[src/rtl/or_unit_rr_arbiter_pkg.sv]
// Shared types and defaults for the round-robin OR-unit arbiter.
// Imported by the interface, the picker and the top level.
package or_unit_rr_arbiter_pkg;

   localparam int N_REQ_DEF = 4;
   localparam int WIDTH_DEF = 8;

   typedef enum logic {
      ST_EMPTY = 1'b0,
      ST_FULL  = 1'b1
   } slot_st_e;

   function automatic int id_w(int n);
      return (n > 1) ? $clog2(n) : 1;
   endfunction

endpackage

[src/rtl/or_unit_rr_arbiter_if.sv]
// Requester/consumer bundle of the OR-unit arbiter.
// The master side is the operand producers plus the result consumer.
interface or_unit_rr_arbiter_if
   import or_unit_rr_arbiter_pkg::*;
#(
   parameter int N_REQ = N_REQ_DEF,
   parameter int WIDTH = WIDTH_DEF
);

   localparam int ID_W = id_w(N_REQ);

   logic [N_REQ-1:0]       req_i;
   logic [N_REQ*WIDTH-1:0] a_i;
   logic [N_REQ*WIDTH-1:0] b_i;
   logic [N_REQ-1:0]       gnt_o;
   logic                   res_valid_o;
   logic [WIDTH-1:0]       res_data_o;
   logic [ID_W-1:0]        res_id_o;
   logic                   res_ready_i;

   modport master (
      output req_i,
      output a_i,
      output b_i,
      output res_ready_i,
      input  gnt_o,
      input  res_valid_o,
      input  res_data_o,
      input  res_id_o
   );

   modport slave (
      input  req_i,
      input  a_i,
      input  b_i,
      input  res_ready_i,
      output gnt_o,
      output res_valid_o,
      output res_data_o,
      output res_id_o
   );

endinterface

[src/rtl/or_unit_rr_arbiter_rr_pick.sv]
// Round-robin picker: rotate requests by ptr, take the lowest set bit,
// then rotate the offset back into an absolute index and one-hot grant.
module or_unit_rr_arbiter_rr_pick
   import or_unit_rr_arbiter_pkg::*;
#(
   parameter  int N_REQ = N_REQ_DEF,
   localparam int ID_W  = id_w(N_REQ)
) (
   input  logic [N_REQ-1:0] i_req,
   input  logic [ID_W-1:0]  i_ptr,
   output logic [N_REQ-1:0] o_gnt,
   output logic [ID_W-1:0]  o_idx
);

   localparam logic [ID_W:0] N_EXT = (ID_W+1)'(N_REQ);

   logic [N_REQ-1:0] w_rot;
   logic [ID_W-1:0]  w_off;
   logic [ID_W:0]    w_sum;

   assign w_rot = N_REQ'({i_req, i_req} >> i_ptr);

   always_comb begin
      w_off = '0;
      for (int k = N_REQ-1; k >= 0; k--) begin
         if (w_rot[k]) w_off = ID_W'(k);
      end
   end

   always_comb begin
      w_sum = {1'b0, i_ptr} + {1'b0, w_off};
      if (w_sum >= N_EXT) w_sum = w_sum - N_EXT;
   end

   assign o_idx = w_sum[ID_W-1:0];
   assign o_gnt = (|i_req) ? (N_REQ'(1) << o_idx) : '0;

endmodule

[src/rtl/or_unit_rr_arbiter.sv]
// Round-robin scheduler for one shared registered OR datapath,
// with a single result slot under valid/ready back-pressure.
module or_unit_rr_arbiter
   import or_unit_rr_arbiter_pkg::*;
#(
   parameter int N_REQ = N_REQ_DEF,
   parameter int WIDTH = WIDTH_DEF
) (
   input  logic                clk,
   input  logic                rst_n,
   or_unit_rr_arbiter_if.slave bus
);

   localparam int ID_W = id_w(N_REQ);

   slot_st_e         r_state;
   logic [WIDTH-1:0] r_data;
   logic [ID_W-1:0]  r_id;
   logic [ID_W-1:0]  r_ptr;

   logic             w_slot_free;
   logic             w_xfer;
   logic [N_REQ-1:0] w_gnt;
   logic [ID_W-1:0]  w_idx;
   logic [ID_W-1:0]  w_ptr_nxt;
   logic [WIDTH-1:0] w_a;
   logic [WIDTH-1:0] w_b;
   logic [WIDTH-1:0] w_y;

   or_unit_rr_arbiter_rr_pick #(
      .N_REQ (N_REQ)
   ) u_pick (
      .i_req (bus.req_i),
      .i_ptr (r_ptr),
      .o_gnt (w_gnt),
      .o_idx (w_idx)
   );

   assign w_slot_free = (r_state == ST_EMPTY) || bus.res_ready_i;
   assign w_xfer      = w_slot_free && (|bus.req_i);

   // Only the granted slice reaches the OR, so idle operands never leak.
   assign w_a = bus.a_i[int'(w_idx)*WIDTH +: WIDTH];
   assign w_b = bus.b_i[int'(w_idx)*WIDTH +: WIDTH];
   assign w_y = w_a | w_b;

   assign w_ptr_nxt = (w_idx == ID_W'(N_REQ-1)) ? '0 : w_idx + 1'b1;

   always_ff @(posedge clk or negedge rst_n) begin
      if (!rst_n) begin
         r_state <= ST_EMPTY;
         r_data  <= '0;
         r_id    <= '0;
         r_ptr   <= '0;
      end else if (w_xfer) begin
         r_state <= ST_FULL;
         r_data  <= w_y;
         r_id    <= w_idx;
         r_ptr   <= w_ptr_nxt;
      end else if (r_state == ST_FULL && bus.res_ready_i) begin
         r_state <= ST_EMPTY;
      end
   end

   assign bus.gnt_o       = (rst_n && w_slot_free) ? w_gnt : '0;
   assign bus.res_valid_o = (r_state == ST_FULL);
   assign bus.res_data_o  = r_data;
   assign bus.res_id_o    = r_id;

endmodule

[src/flat_wrapper.sv]
// flat-port wrapper written by rule: the top's interface ports become plain ports
module or_unit_rr_arbiter_flat import or_unit_rr_arbiter_pkg::*;
#(
   parameter int N_REQ = N_REQ_DEF,
   parameter int WIDTH = WIDTH_DEF
)
  (clk, rst_n, bus_req_i, bus_a_i, bus_b_i, bus_res_ready_i, bus_gnt_o, bus_res_valid_o, bus_res_data_o, bus_res_id_o);
  or_unit_rr_arbiter_if #(.N_REQ(N_REQ), .WIDTH(WIDTH)) bus_i ();
  input  logic clk;
  input  logic rst_n;
  input wire logic [$bits(bus_i.req_i)-1:0] bus_req_i;
  input wire logic [$bits(bus_i.a_i)-1:0] bus_a_i;
  input wire logic [$bits(bus_i.b_i)-1:0] bus_b_i;
  input wire logic [$bits(bus_i.res_ready_i)-1:0] bus_res_ready_i;
  output wire logic [$bits(bus_i.gnt_o)-1:0] bus_gnt_o;
  output wire logic [$bits(bus_i.res_valid_o)-1:0] bus_res_valid_o;
  output wire logic [$bits(bus_i.res_data_o)-1:0] bus_res_data_o;
  output wire logic [$bits(bus_i.res_id_o)-1:0] bus_res_id_o;
  assign bus_i.req_i = bus_req_i;
  assign bus_i.a_i = bus_a_i;
  assign bus_i.b_i = bus_b_i;
  assign bus_i.res_ready_i = bus_res_ready_i;
  assign bus_gnt_o = bus_i.gnt_o;
  assign bus_res_valid_o = bus_i.res_valid_o;
  assign bus_res_data_o = bus_i.res_data_o;
  assign bus_res_id_o = bus_i.res_id_o;
  or_unit_rr_arbiter #(.N_REQ(N_REQ), .WIDTH(WIDTH)) u_core (.clk(clk), .rst_n(rst_n), .bus(bus_i));
endmodule
[config.mk]
export PLATFORM = sky130hd
export DESIGN_NAME = or_unit_rr_arbiter_flat
export DESIGN_NICKNAME = d
export VERILOG_FILES = /design/src/rtl/or_unit_rr_arbiter_pkg.sv /design/src/rtl/or_unit_rr_arbiter_if.sv /design/src/rtl/or_unit_rr_arbiter_rr_pick.sv /design/src/rtl/or_unit_rr_arbiter.sv /design/src/flat_wrapper.sv
export SDC_FILE = /design/constraint.sdc
export NUM_CORES = 1
export LEC_CHECK = 0
export BUFFER_PORTS_ARGS = -buffer_cell sky130_fd_sc_hd__buf_4
export CORE_MARGIN = 5
export CORE_UTILIZATION = 37
export CTS_CLUSTER_SIZE = 20
export DETAILED_ROUTE_END_ITERATION = 16
export PLACE_DENSITY = 0.77
export SETUP_SLACK_MARGIN = 0.3
export SYNTH_ARGS = -nofsm -noshare
export SYNTH_HDL_FRONTEND = slang
export SYNTH_HIERARCHICAL = 1
export SYNTH_SLANG_ARGS = --single-unit
[constraint.sdc]
create_clock -name clk -period 2.75 [get_ports clk]
set_clock_uncertainty 0.05 [all_clocks]
set_input_delay 0.1375 -clock clk [delete_from_list [all_inputs] [get_ports clk]]
set_output_delay 0.1375 -clock clk [all_outputs]
set_load 0.02 [all_outputs]
# Word-level counts from Yosys, hierarchy flattened
# Index checks and enable logic that the tools add are counted.
# op_classes
addsub	3
order_cmp	1
n_eq_ne	1
shift	4
mux	10
bitwise	2
n_reduce_logical	6
# ops
operator	n
$shiftx 32x6->8	2
$mux 2	6
$mux 4	2
$or 8x8->8	1
$shr 8x2->4	1
$reduce_or 4->1	1
$shl 1x2->4 const A	1
$add 2x2->3	1
$ge 3x3->1 const B	1
$logic_and 1x1->1	3
$add 2x1->2 const B	1
$eq 2x2->1 const B	1
$mux 1	2
$reduce_bool 2->1	1
$sub 2x1->2 const B	1
$logic_or 1x1->1	1
$not 1->1	1
# word_totals
regBits	13
out_inout_bits	15

# Depth between registers and ports, before layout
# Gate-level depths: netlist (run 1).
# depth
ltp_word	11
depth_mapped	11
depth_no_buf	10

# Modules after synthesis
# Netlist (run 1), hierarchy kept.
# modules_own_cells
mod	n_inst	cells_each	area_per_inst_um2
or_unit_rr_arbiter	1	87	882.1
or_unit_rr_arbiter_rr_pick	1	39	296.5

# Worst setup path before layout (run 1)
# No wires, ideal clock.
# synth_path
path_kind	register to register
from	register u_core.r_ptr[0]
to	register u_core.r_data[0], in the netlist u_core/bus.res_data_o[0]
setup_time_ps	79
arrival_ps	2438
setup_slack_ps	183
stages_incl_launch_ff	12
synth_period_minus_slack_ps	2567
path_cell_list	dfrtp_1 -> buf_4 -> nand2b_1 -> o221ai_1 -> o21ai_0 -> o221ai_1 -> ha_1 -> xnor2_1 -> xnor2_1 -> buf_2 -> mux4_2 -> mux2i_1
# synth_via
elab_chain_cells	10
word_cells_on_any_way	12
cone_classes	2 x add/sub; 1 x order compare; 3 x shift; 5 x mux; 1 x bitwise
# synth_rtl
item	line_no	rtl
start, declared	or_unit_rr_arbiter.sv:19	logic [ID_W-1:0] r_ptr;
start signal, assigned	or_unit_rr_arbiter.sv:59	r_ptr <= w_ptr_nxt;
$shr 8x2->4	or_unit_rr_arbiter_rr_pick.sv:21	assign w_rot = N_REQ'({i_req, i_req} >> i_ptr);
$mux 2 (4 in series)	or_unit_rr_arbiter_rr_pick.sv:26	if (w_rot[k]) w_off = ID_W'(k);
$add 2x2->3 (*)	or_unit_rr_arbiter_rr_pick.sv:31	w_sum = {1'b0, i_ptr} + {1'b0, w_off};
$ge 3x3->1 / $sub 2x1->2 (equally long branches)	or_unit_rr_arbiter_rr_pick.sv:32	if (w_sum >= N_EXT) w_sum = w_sum - N_EXT;
$mux 2 (*)	or_unit_rr_arbiter_rr_pick.sv:32	
named net u_core.w_idx[1]	or_unit_rr_arbiter.sv:24	logic [ID_W-1:0] w_idx;
$shiftx 32x6->8, on equally long branches	or_unit_rr_arbiter.sv:43, or_unit_rr_arbiter.sv:44	
$or 8x8->8 (*)	or_unit_rr_arbiter.sv:45	assign w_y = w_a | w_b;
end signal, assigned	or_unit_rr_arbiter.sv:57	r_data <= w_y;
end, declared	or_unit_rr_arbiter.sv:17	logic [WIDTH-1:0] r_data;
# The timed path passes the listed nets; every way through them passes the cells marked *.
# A chain may end at the register's enable or synchronous reset.

# Final worst setup path (run 1)
# Ends and elaborated chain as after synthesis.

==> run_results.csv, run 1 <==
group,metric,value,unit
floorplan,start_util,38.6,%
routing,routed_wirelength,3340,um
critical_path,crit_chain,"nand2b_4 > o22ai_2 > o21ai_1 > o221ai_1 > ha_2 > xnor2_4 > buf_12 > xnor2_4 > buf_12 > mux4_2 > mux2i_1",
logic_synthesis,yosysWarnings,6,
critical_path,cp-start-kind,"flip-flop",
timing,slew_viol_final,0,
floorplan,die_x,66.4,um
clock_tree,clk_latency,0.26,ns
timing,max_freq,0.406,GHz
logic_synthesis,yosys-top-cells-area,"dfrtp_1, mux4_2, mux2i_1",
floorplan,die_area,4410,sq um
logic_synthesis,synthSimpleGateAreaFrac,21.7,%
final_layout,drive_gt1_share,56.4,%
logic_synthesis,synth_mux_area_share,31.6,%
timing,hold_viol,0,
timing,setup_viol,0,
global_route,antenna_found_initial,0,
pwr,comb_power_share,79.3,%
pwr,power.leakage,1.05,nW
logic_synthesis,synthArstFlopShare,100,%
routing,drcViolationCount,0,
pwr,vdd_drop_max,0.000474,V
global_route,grt_max_degree,18,
place,io_buffer_count,85,
critical_path,critPathMaxFanout,7,
job,cap_violations,0,
critical_path,slowest_stage,"mux4_2",
critical_path,critPathTopFamily,"multiplexers",
pwr,seqPwrFrac,15.6,%
global_route,grt_pass1_wl,5670,um
logic_synthesis,synth_flop_cell,"dfrtp_1",
critical_path,crit_type,"reg2reg",
routing,firstDrtPassIters,4,
pwr,powerDensity,1040,nW/um^2
pwr,intPower,1.31,mW
critical_path,cp-end-kind,"flip-flop",
logic_synthesis,synthAdderAreaFrac,2.12,%
final_layout,stdcell_count,264,
routing,drt_iter0_drc,22,
logic_synthesis,synth_compound_area_share,7.32,%
routing,detail_route.wl_per_cell,12.6,um
clock_tree,clk_pin_slew,0.07,ns
global_route,overflow,0,
logic_synthesis,synth-xor-area-share,2.23,%
floorplan,die_y,66.4,um
place,gp_congestion,0.736,
timing,finalCriticalPeriod,2.47,ns
pwr,clkPwrFrac,5.2,%
routing,vias,1256,
logic_synthesis,synth.distinct_cells,30,
hold_path,hold_path.class,"in2reg",
floorplan,rows,20,
critical_path,cp.required,2.89,ns
logic_synthesis,synth_top_cell_by_area,"dfrtp_1",
timing,max_slew_margin,42.9,%
timing,rsz0062_at_grt,"true",
logic_synthesis,synth_top_area_share,27.6,%
logic_synthesis,synth.most_common_cell,"nor2_1",
logic_synthesis,synth_edf_count,0,
final_layout,area_growth,75.3,%
clock_tree,clock_sinks,13,
clock_tree,cts_tree,"yes",
status,outcome,"complete, no violations",
clock_tree,root_buffer,"clkbuf_4",
clock_tree,numCtsBuffers,3,
logic_synthesis,synthCells,126,
logic_synthesis,synth_common_cells,"nor2_1, mux2i_1, dfrtp_1",
critical_path,arrival,2.60,ns
place,dp.cells,255,
place,hpwl,2800,um
final_layout,antenna_cells,0,
routing,final_antenna_net_count,0,
clock_tree,cts_buffer_depth,2,
logic_synthesis,syn_nets,199,
pwr,power,2.14,mW
logic_synthesis,synth_seq_cells,13,
floorplan,num_io_pins,86,
critical_path,path_buf_inv,2,
floorplan,core-area,3050,sq um
timing,finalCritPeriodShare,89.6,%
clock_tree,cts_max_level,1,
logic_synthesis,syn_area_per_cell,9.35,sq um
pwr,switching_share,38.7,%
pwr,p_sw,0.828,mW
global_route,grt.total_usage,16.7,%
logic_synthesis,syn_area,1180,sq um
routing,via_per_inst,4.76,
timing,worst-slew-pin-transition,0.856,ns
global_route,grt_pass1_vias,1351,
logic_synthesis,synth_top_family_by_area,"multiplexers",
logic_synthesis,seq_area_frac_synth,27.6,%
critical_path,cp_slowest_stage_delay,0.50,ns
final_layout,nNetsFinal,294,
[worst register-to-register path, cell delays in order (launching register included)]
cell,delay (ns)
dfrtp_2,0.44
nand2b_4,0.15
o22ai_2,0.13
o21ai_1,0.07
o221ai_1,0.08
ha_2,0.27
xnor2_4,0.14
buf_12,0.14
xnor2_4,0.12
buf_12,0.14
mux4_2,0.51
mux2i_1,0.16
[power groups by stage]
stage	registers (mW)	logic (mW)	clock network, mW
6_report	0.333	1.69	0.111
3_3_place_gp	0.327	1.33	0
5_1_grt	0.347	1.87	0.129
2_1_floorplan	0.394	0.921	0
4_1_cts	0.330	1.68	0.117
3_5_place_dp	0.331	1.35	0
[layout make-up]
cell class / instances / area, sq um
Fill cell: 249 / 987
Tap cell: 44 / 55.1
Inverter: 10 / 37.5
Sequential cell: 13 / 327
Clock buffer: 4 / 26.3
Multi-Input combinational cell: 98 / 868
Timing Repair Buffer: 95 / 752
[metal layers]
layer | GRT usage (%) | part of all wire, % | vias up
li1 | - | - | 628
met1 | 21.2 | 40 | 569
met2 | 28.0 | 51 | 57
met3 | 2.89 | 8.3 | 2
met4 | 6.09 | 0.81 | 0
met5 | 0 | 0 | -
[path summary, 6_finish.rpt]
| path | depth (start not counted) | start | to | slack, ns |
|---|---|---|---|---|
| min in group asynchronous | 2 | rst_n | u_core/bus.res_valid_o | 0.21 |
| min | 3 | bus_req_i[2] | u_core/bus.res_valid_o | 0.12 |
| min reg2reg | 2 | u_core/bus.res_data_o[7] | u_core/bus.res_data_o[7] | 0.47 |
| max in group asynchronous | 2 | rst_n | u_core/r_ptr[0] | 2.26 |
| max reg2reg | 11 | u_core/r_ptr[0] | u_core/bus.res_data_o[0] | 0.28 |
| max | 11 | u_core/r_ptr[0] | u_core/bus.res_data_o[0] | 0.28 |
[flip-flops by register name (all words and copies together) (netlist names)]
register,count
u_core/bus.res_id_o,2
u_core/r_ptr,2
u_core/bus.res_valid_o,1
u_core/bus.res_data_o,8
[through the flow]
stage	hold slack, ns	cell area (sq um)	util, %	setup TNS [ns]	worst slack [ns]
6_report	0.118	2070	67.7	0	0.285
4_1_cts	0.104	2030	66.6	0	0.236
5_1_grt	0.111	2070	67.7	0	0.163
2_1_floorplan	-0.208	1190	-	0	0.305
3_3_place_gp	-0.0507	1880	61.7	0	0.0126
3_5_place_dp	-0.0487	1880	61.7	-0.271	-0.0620
[layout by cell type, fill, tap and decap left out, drive strengths merged]
cell | Yosys | routed
nor3 | 1 | 1
or4 | 1 | 1
clkbuf | 1 | 4
o21ai | 3 | 3
o22ai | 1 | 1
mux4 | 8 | 8
o311ai | 1 | 1
mux2 | 4 | 4
xor2 | 1 | 1
o221ai | 2 | 2
mux2i | 14 | 14
and2b | 1 | 1
and3b | 1 | 1
a21oi | 2 | 2
nand2b | 3 | 3
buf | 5 | 94
nor4 | 1 | 1
dfrtp | 13 | 13
dlygate4sd3 | 0 | 1
and3 | 4 | 4
nor2 | 35 | 35
inv | 10 | 10
ha | 2 | 2
nand2 | 9 | 9
a21boi | 1 | 1
xnor2 | 2 | 3
[logic make-up after synthesis]
kind of cell / count (synthesis)
and+or+nand+nor: 56
AOI/OAI and AO/OA: 10
muxes: 26
buffers and inverters: 16
xor gates and xnor gates: 3
DFF: 13
adders and majority gates: 2
[what timing repair did]
action | in CTS | in global routing
gates cloned | 1 | 0
hold endpoints to repair | 13 | 0
hold buffers | 1 | 0
endpoints found under the setup margin | 12 | 13
gates resized for setup | 5 | 8
setup buffers | 3 | 0
pin swaps | 4 | 5
Note: power is estimated with default switching activity, not from simulation.
==> run 2: changes to the inputs <==
Settings changed: ABC_AREA from default to 1, CORE_UTILIZATION 37 to 39, CTS_BUF_LIST from default to sky130_fd_sc_hd__clkbuf_8, PLACE_DENSITY 0.77 to 0.79.
==> run_results.csv, run 2 <==
group,metric,value,unit
logic_synthesis,synthCells,222,
final_layout,largest_reg_flops,8,
place,gp_congestion,0.796,
logic_synthesis,syn_area,1280,sq um
critical_path,crit_type,"reg2out",
global_route,grt.total_usage,17.0,%
routing,routed_wirelength,4200,um
floorplan,core-area,3100,sq um
critical_path,timing.rr.end,"u_core/r_ptr[1]",
logic_synthesis,synthArstFlopShare,100,%
timing,slew_viol_final,0,
place,post-place-ws,0.508,ns
timing,setup_viol,0,
timing,hold_viol,0,
final_layout,antenna_cells,0,
floorplan,die_y,67.2,um
floorplan,num_io_pins,86,
logic_synthesis,synth_common_cells,"nand2_1, inv_1, nor2_1",
final_layout,area_growth,72.0,%
logic_synthesis,synth_top_cell_by_area,"nand2_1",
logic_synthesis,synth_seq_cells,13,
status,outcome,"complete, no violations",
logic_synthesis,yosysWarnings,6,
critical_path,arrival,2.22,ns
global_route,antenna_found_initial,0,
final_layout,layout_commonest_cell,"buf_4",
final_layout,nNetsFinal,390,
timing,fin_ws,0.347,ns
clock_tree,clk_pin_slew,0.05,ns
timing,finalCriticalPeriod,2.40,ns
logic_synthesis,syn_nets,295,
routing,drcViolationCount,0,
global_route,grt_max_degree,22,
place,place_area,1920,sq um
place,hpwl,3080,um
logic_synthesis,yosys-top-cells-area,"nand2_1, dfrtp_1, nand3_1",
critical_path,cp-start-kind,"flip-flop",
clock_tree,clk_latency,0.24,ns
timing,rsz0062_at_grt,"true",
final_layout,drive_gt1_share,42.4,%
pwr,power.leakage,1.27,nW
pwr,powerDensity,1240,nW/um^2
timing,finalCritPeriodShare,87.4,%
clock_tree,root_buffer,"clkbuf_8",
timing,timing.hold.ws,0.146,ns
clock_tree,cts_buffer_depth,2,
critical_path,endpoint,"bus_gnt_o[3]",
logic_synthesis,seq_area_frac_synth,25.5,%
logic_synthesis,syn_area_per_cell,5.75,sq um
clock_tree,cts_max_level,1,
clock_tree,clock_sinks,13,
floorplan,start_util,41.2,%
global_route,grt_pass1_vias,1517,
hold_path,hold_path.class,"in2reg",
job,cap_violations,0,
critical_path,rr_startpoint,"u_core/r_ptr[0]",
critical_path,cp.required,2.56,ns
floorplan,die_area,4520,sq um
timing,max_slew_margin,68.2,%
timing,worst-slew-pin-transition,0.477,ns
logic_synthesis,synth.distinct_cells,23,
routing,drt_iter0_drc,87,
pwr,vdd_drop_max,0.000563,V
logic_synthesis,synth_flop_cell,"dfrtp_1",
critical_path,r2r_cells,15,
timing,max_freq,0.416,GHz
global_route,grt_pass1_wl,6070,um
routing,firstDrtPassIters,4,
final_layout,fin_area,2200,sq um
clock_tree,numCtsBuffers,3,
critical_path,critPathMaxFanout,7,
critical_path,crit_start,"u_core/r_ptr[0]",
critical_path,cp-end-kind,"primary output",
logic_synthesis,synth_edf_count,0,
floorplan,die_x,67.2,um
routing,vias,1631,
routing,via_per_inst,4.53,
timing,setup_tns,0,ns
global_route,overflow,0,
logic_synthesis,synth.most_common_cell,"nand2_1",
floorplan,rows,20,
routing,detail_route.wl_per_cell,11.7,um
final_layout,mostFrequentLayoutCells,"buf_4, nand2_1, inv_1, nor2_1, nand3_1",
place,io_buffer_count,85,
routing,final_antenna_net_count,0,
critical_path,reg2reg_slack,0.43,ns
logic_synthesis,synth_top_area_share,26.4,%
clock_tree,cts_tree,"yes",
## run 2: changes by cell type after synthesis, moves of 3 or more
cell      before  now
nand2_1        9   90
nand3_1        0   25
inv_1         10   32
mux2i_1       14    0
mux4_2         8    0
nand3b_1       0    8
nor2_1        35   27
and3_1         4    0
inv_2          0    4
nand2b_1       3    0
## run 2: per-layer routing
| metal | global-route usage, % | routed length [um] |
|---|---|---|
| met5 | 0 | 0 |
| met4 | 2.28 | 19 |
| met3 | 4.49 | 325 |
| met2 | 31.8 | 2150 |
| met1 | 19.7 | 1700 |
## run 2: cells by family after synthesis
logic type	after synthesis	share of synthesized area (%)
compound gates	6	2.84
xor+xnor	1	0.686
fa+ha+maj	2	1.96
buf+inv	44	16.2
flops	13	25.5
simple gates	156	52.9
## run 2: metrics by stage
| stage | total power [mW] | cells | util [%] |
|---|---|---|---|
| 2_1_floorplan | 1.61 | 222 | - |
| 3_3_place_gp | 1.91 | 346 | 61.9 |
| 3_5_place_dp | 1.92 | 346 | 61.9 |
| 4_1_cts | 2.12 | 351 | 63.7 |
| 5_1_grt | 2.97 | 360 | 70.8 |
| 6_report | 2.73 | 360 | 70.8 |
## run 2: final cells by class
cell class,instances,area (sq um)
Tap cell,44,55.1
Multi-Input combinational cell,165,865
Clock buffer,3,41.3
Inverter,38,151
Clock inverter,1,3.75
Sequential cell,13,328
Timing Repair Buffer,96,753
Fill cell,287,906
## run 2: worst max-delay path, cell delays in order, from the launching register on
cell and delay [ns]:
dfrtp_2 0.45, inv_4 0.08, nand2_2 0.08, nand3_2 0.07, nand2_2 0.08, nand3_2 0.08
a21boi_2 0.20, ha_4 0.19, xnor2_4 0.08, inv_2 0.07, nand2_4 0.07, buf_4 0.14
a21oi_2 0.10, inv_1 0.05, nor2_1 0.08, buf_4 0.14
## run 2: power by group
part	switching, mW	internal, mW
registers	0.0778	0.290
logic	1.25	0.952
clock network	0.0658	0.0983
## run 2: repair_timing
action / CTS / global route
pin swaps: 0 / 9
endpoints found under the hold margin: 13 / 0
setup endpoints to repair: 3 / 4
gates resized for setup: 3 / 31
hold buffers: 1 / 0
cloned: 0 / 1
buffers inserted: 0 / 8
## run 2: how the worst min path moves through the flow
| stage | start | endpoint | slack (ns) | cells past startpoint |
|---|---|---|---|---|
| 2_1_floorplan | rst_n | u_core/bus.res_data_o[0] | -0.21 | 0 |
| 3_3_place_gp | rst_n | u_core/bus.res_valid_o | -0.06 | 1 |
| 3_5_place_dp | rst_n | u_core/bus.res_id_o[0] | -0.06 | 1 |
| 4_1_cts | bus_res_ready_i | u_core/bus.res_valid_o | 0.14 | 4 |
| 5_1_grt | bus_res_ready_i | u_core/bus.res_valid_o | 0.15 | 4 |
| 6_report | bus_res_ready_i | u_core/bus.res_valid_o | 0.15 | 4 |
==> run 3: changes to the inputs <==
==> constraint.sdc (replaced) <==
create_clock -name clk -period 2.75 [get_ports clk]
set_clock_uncertainty 0.05 [all_clocks]
set_input_delay 0.55 -clock clk [delete_from_list [all_inputs] [get_ports clk]]
set_output_delay 0.55 -clock clk [all_outputs]
set_load 0.02 [all_outputs]
==> run_results.csv, run 3 (synthesis results as in run 2) <==
group,metric,value,unit
status,outcome,"finished, violations left",
status,failed_checks,"setup timing",
critical_path,cp_common_cell,"nand3_2",
floorplan,die_y,67.2,um
floorplan,core-area,3100,sq um
timing,worst-slew-pin-transition,0.537,ns
floorplan,die_x,67.2,um
floorplan,rows,20,
timing,setup_tns,-0.0187,ns
final_layout,drive_gt1_share,44.4,%
clock_tree,cts_max_level,1,
floorplan,start_util,41.2,%
hold_path,hold_path.class,"in2async",
final_layout,largest_reg_flops,8,
routing,drt_iter0_drc,35,
final_layout,antenna_cells,0,
pwr,vdd_drop_max,0.000532,V
final_layout,mostFrequentLayoutCells,"buf_4, nand2_1, inv_1, nor2_1, nand3_1",
routing,final_antenna_net_count,0,
critical_path,slowest_stage,"dfrtp_2",
final_layout,layout_commonest_cell,"buf_4",
pwr,comb_power_share,78.0,%
routing,firstDrtPassIters,4,
clock_tree,cts_tree,"yes",
pwr,switching_share,53.4,%
place,post-place-ws,0.0371,ns
place,io_buffer_count,85,
timing,finalCriticalPeriod,2.77,ns
global_route,grt.total_usage,17.1,%
clock_tree,clk_latency,0.23,ns
routing,drcViolationCount,0,
critical_path,cp_slowest_stage_delay,0.46,ns
global_route,grt_pass1_wl,6180,um
floorplan,die_area,4520,sq um
timing,finalCritPeriodShare,101,%
clock_tree,clk_pin_slew,0.05,ns
critical_path,cp.required,2.15,ns
timing,hold_viol,0,
critical_path,r2r_cells,13,
final_layout,area_growth,66.9,%
timing,max_freq,0.361,GHz
pwr,intPower,1.11,mW
pwr,p_sw,1.27,mW
final_layout,nNetsFinal,385,
timing,rsz0062_at_grt,"true",
timing,timing.hold.ws,0.100,ns
clock_tree,clock_sinks,13,
floorplan,num_io_pins,86,
clock_tree,numCtsBuffers,3,
critical_path,arrival,2.17,ns
clock_tree,hold_buffers,0,
clock_tree,cts_buffer_depth,2,
pwr,clkPwrFrac,6.6,%
timing,max_slew_margin,64.2,%
timing,setup_viol,1,
global_route,overflow,0,
timing,fin_ws,-0.0187,ns
critical_path,crit_chain,"inv_4 > nand2_4 > nand3_2 > nand2_2 > a21boi_2 > ha_2 > xnor2_2 > nand3_2 > a21oi_2 > inv_1 > nor2_2 > buf_6",
critical_path,critPathMaxFanout,7,
critical_path,cp-start-kind,"flip-flop",
global_route,grt_pass1_vias,1606,
final_layout,stdcell_count,355,
clock_tree,root_buffer,"clkbuf_8",
global_route,antenna_found_initial,0,
global_route,grt_max_degree,20,
routing,vias,1599,
job,cap_violations,0,
timing,slew_viol_final,0,
place,dp.cells,347,
critical_path,cp-end-kind,"primary output",
critical_path,crit_type,"reg2out",
pwr,powerDensity,1120,nW/um^2
routing,routed_wirelength,3870,um
routing,detail_route.wl_per_cell,10.9,um
routing,via_per_inst,4.50,
pwr,power.leakage,1.24,nW
place,gp_congestion,0.775,
place,hpwl,3070,um
pwr,seqPwrFrac,15.3,%
-- run 3: cell types whose count changed in the layout (fill, tap and decap cells not counted), sizes merged --
cell / delta
buf: -3
clkbuf: -1
dlygate4sd3: -1
-- run 3: timing repair --
action,in CTS,in global routing
buffers inserted,3,1
resized for setup,6,29
endpoints found under the setup margin,4,4
pin swaps,1,12
gates cloned,0,0
-- run 3: layer usage --
metal | track usage, % | up-vias | share of wire, %
li1 | - | 848 | -
met4 | 3.04 | 0 | 0.44
met1 | 19.4 | 697 | 39
met5 | 0 | - | 0
met2 | 31.0 | 52 | 50
met3 | 5.82 | 2 | 9.9
-- run 3: layout make-up --
cell class,instances,area [sq um]
clock buffers,3,41.3
inverters,38,151
clock inverters,1,3.75
well taps,44,55.1
fillers,282,971
multi-input cells,165,855
flip-flops and latches,13,328
repair buffers,91,698
-- run 3: final timing paths --
path	startpoint	to	slack, ns
hold / removal	rst_n	u_core/bus.res_data_o[4]	0.10
setup reg to reg	u_core/r_ptr[0]	u_core/r_ptr[1]	0.45
max in group asynchronous	rst_n	u_core/r_ptr[0]	2.37
min in group clk	u_core/bus.res_data_o[7]	u_core/bus.res_data_o[7]	0.43
hold reg to reg	u_core/bus.res_data_o[7]	u_core/bus.res_data_o[7]	0.43
setup / recovery	u_core/r_ptr[0]	bus_gnt_o[2]	-0.02
-- run 3: power groups by stage --
stage	combinational (mW)	sequential, mW	clock (mW)
finish	1.86	0.365	0.158
global route	2.11	0.380	0.174
floorplan	1.20	0.443	0
detailed placement	1.65	0.360	0
CTS	1.72	0.357	0.164
global placement	1.63	0.356	0
-- run 3: worst max-delay path: cells and delay by family, from the launching register on --
family,cells,cell delay [ns]
simple gates,5,0.47
flops,1,0.46
buf+inv,3,0.30
compound gates,2,0.30
xor+xnor,1,0.22
fa+ha+maj,1,0.18
-- run 3: metrics by stage --
| step | util (%) | cell area [sq um] | power (mW) |
|---|---|---|---|
| after global placement | 62.6 | 1940 | 1.99 |
| after floorplan | - | 1290 | 1.64 |
| final | 68.7 | 2130 | 2.38 |
| after global routing | 68.7 | 2130 | 2.66 |
| after detailed placement | 62.6 | 1940 | 2.01 |
| after CTS | 65.3 | 2030 | 2.24 |
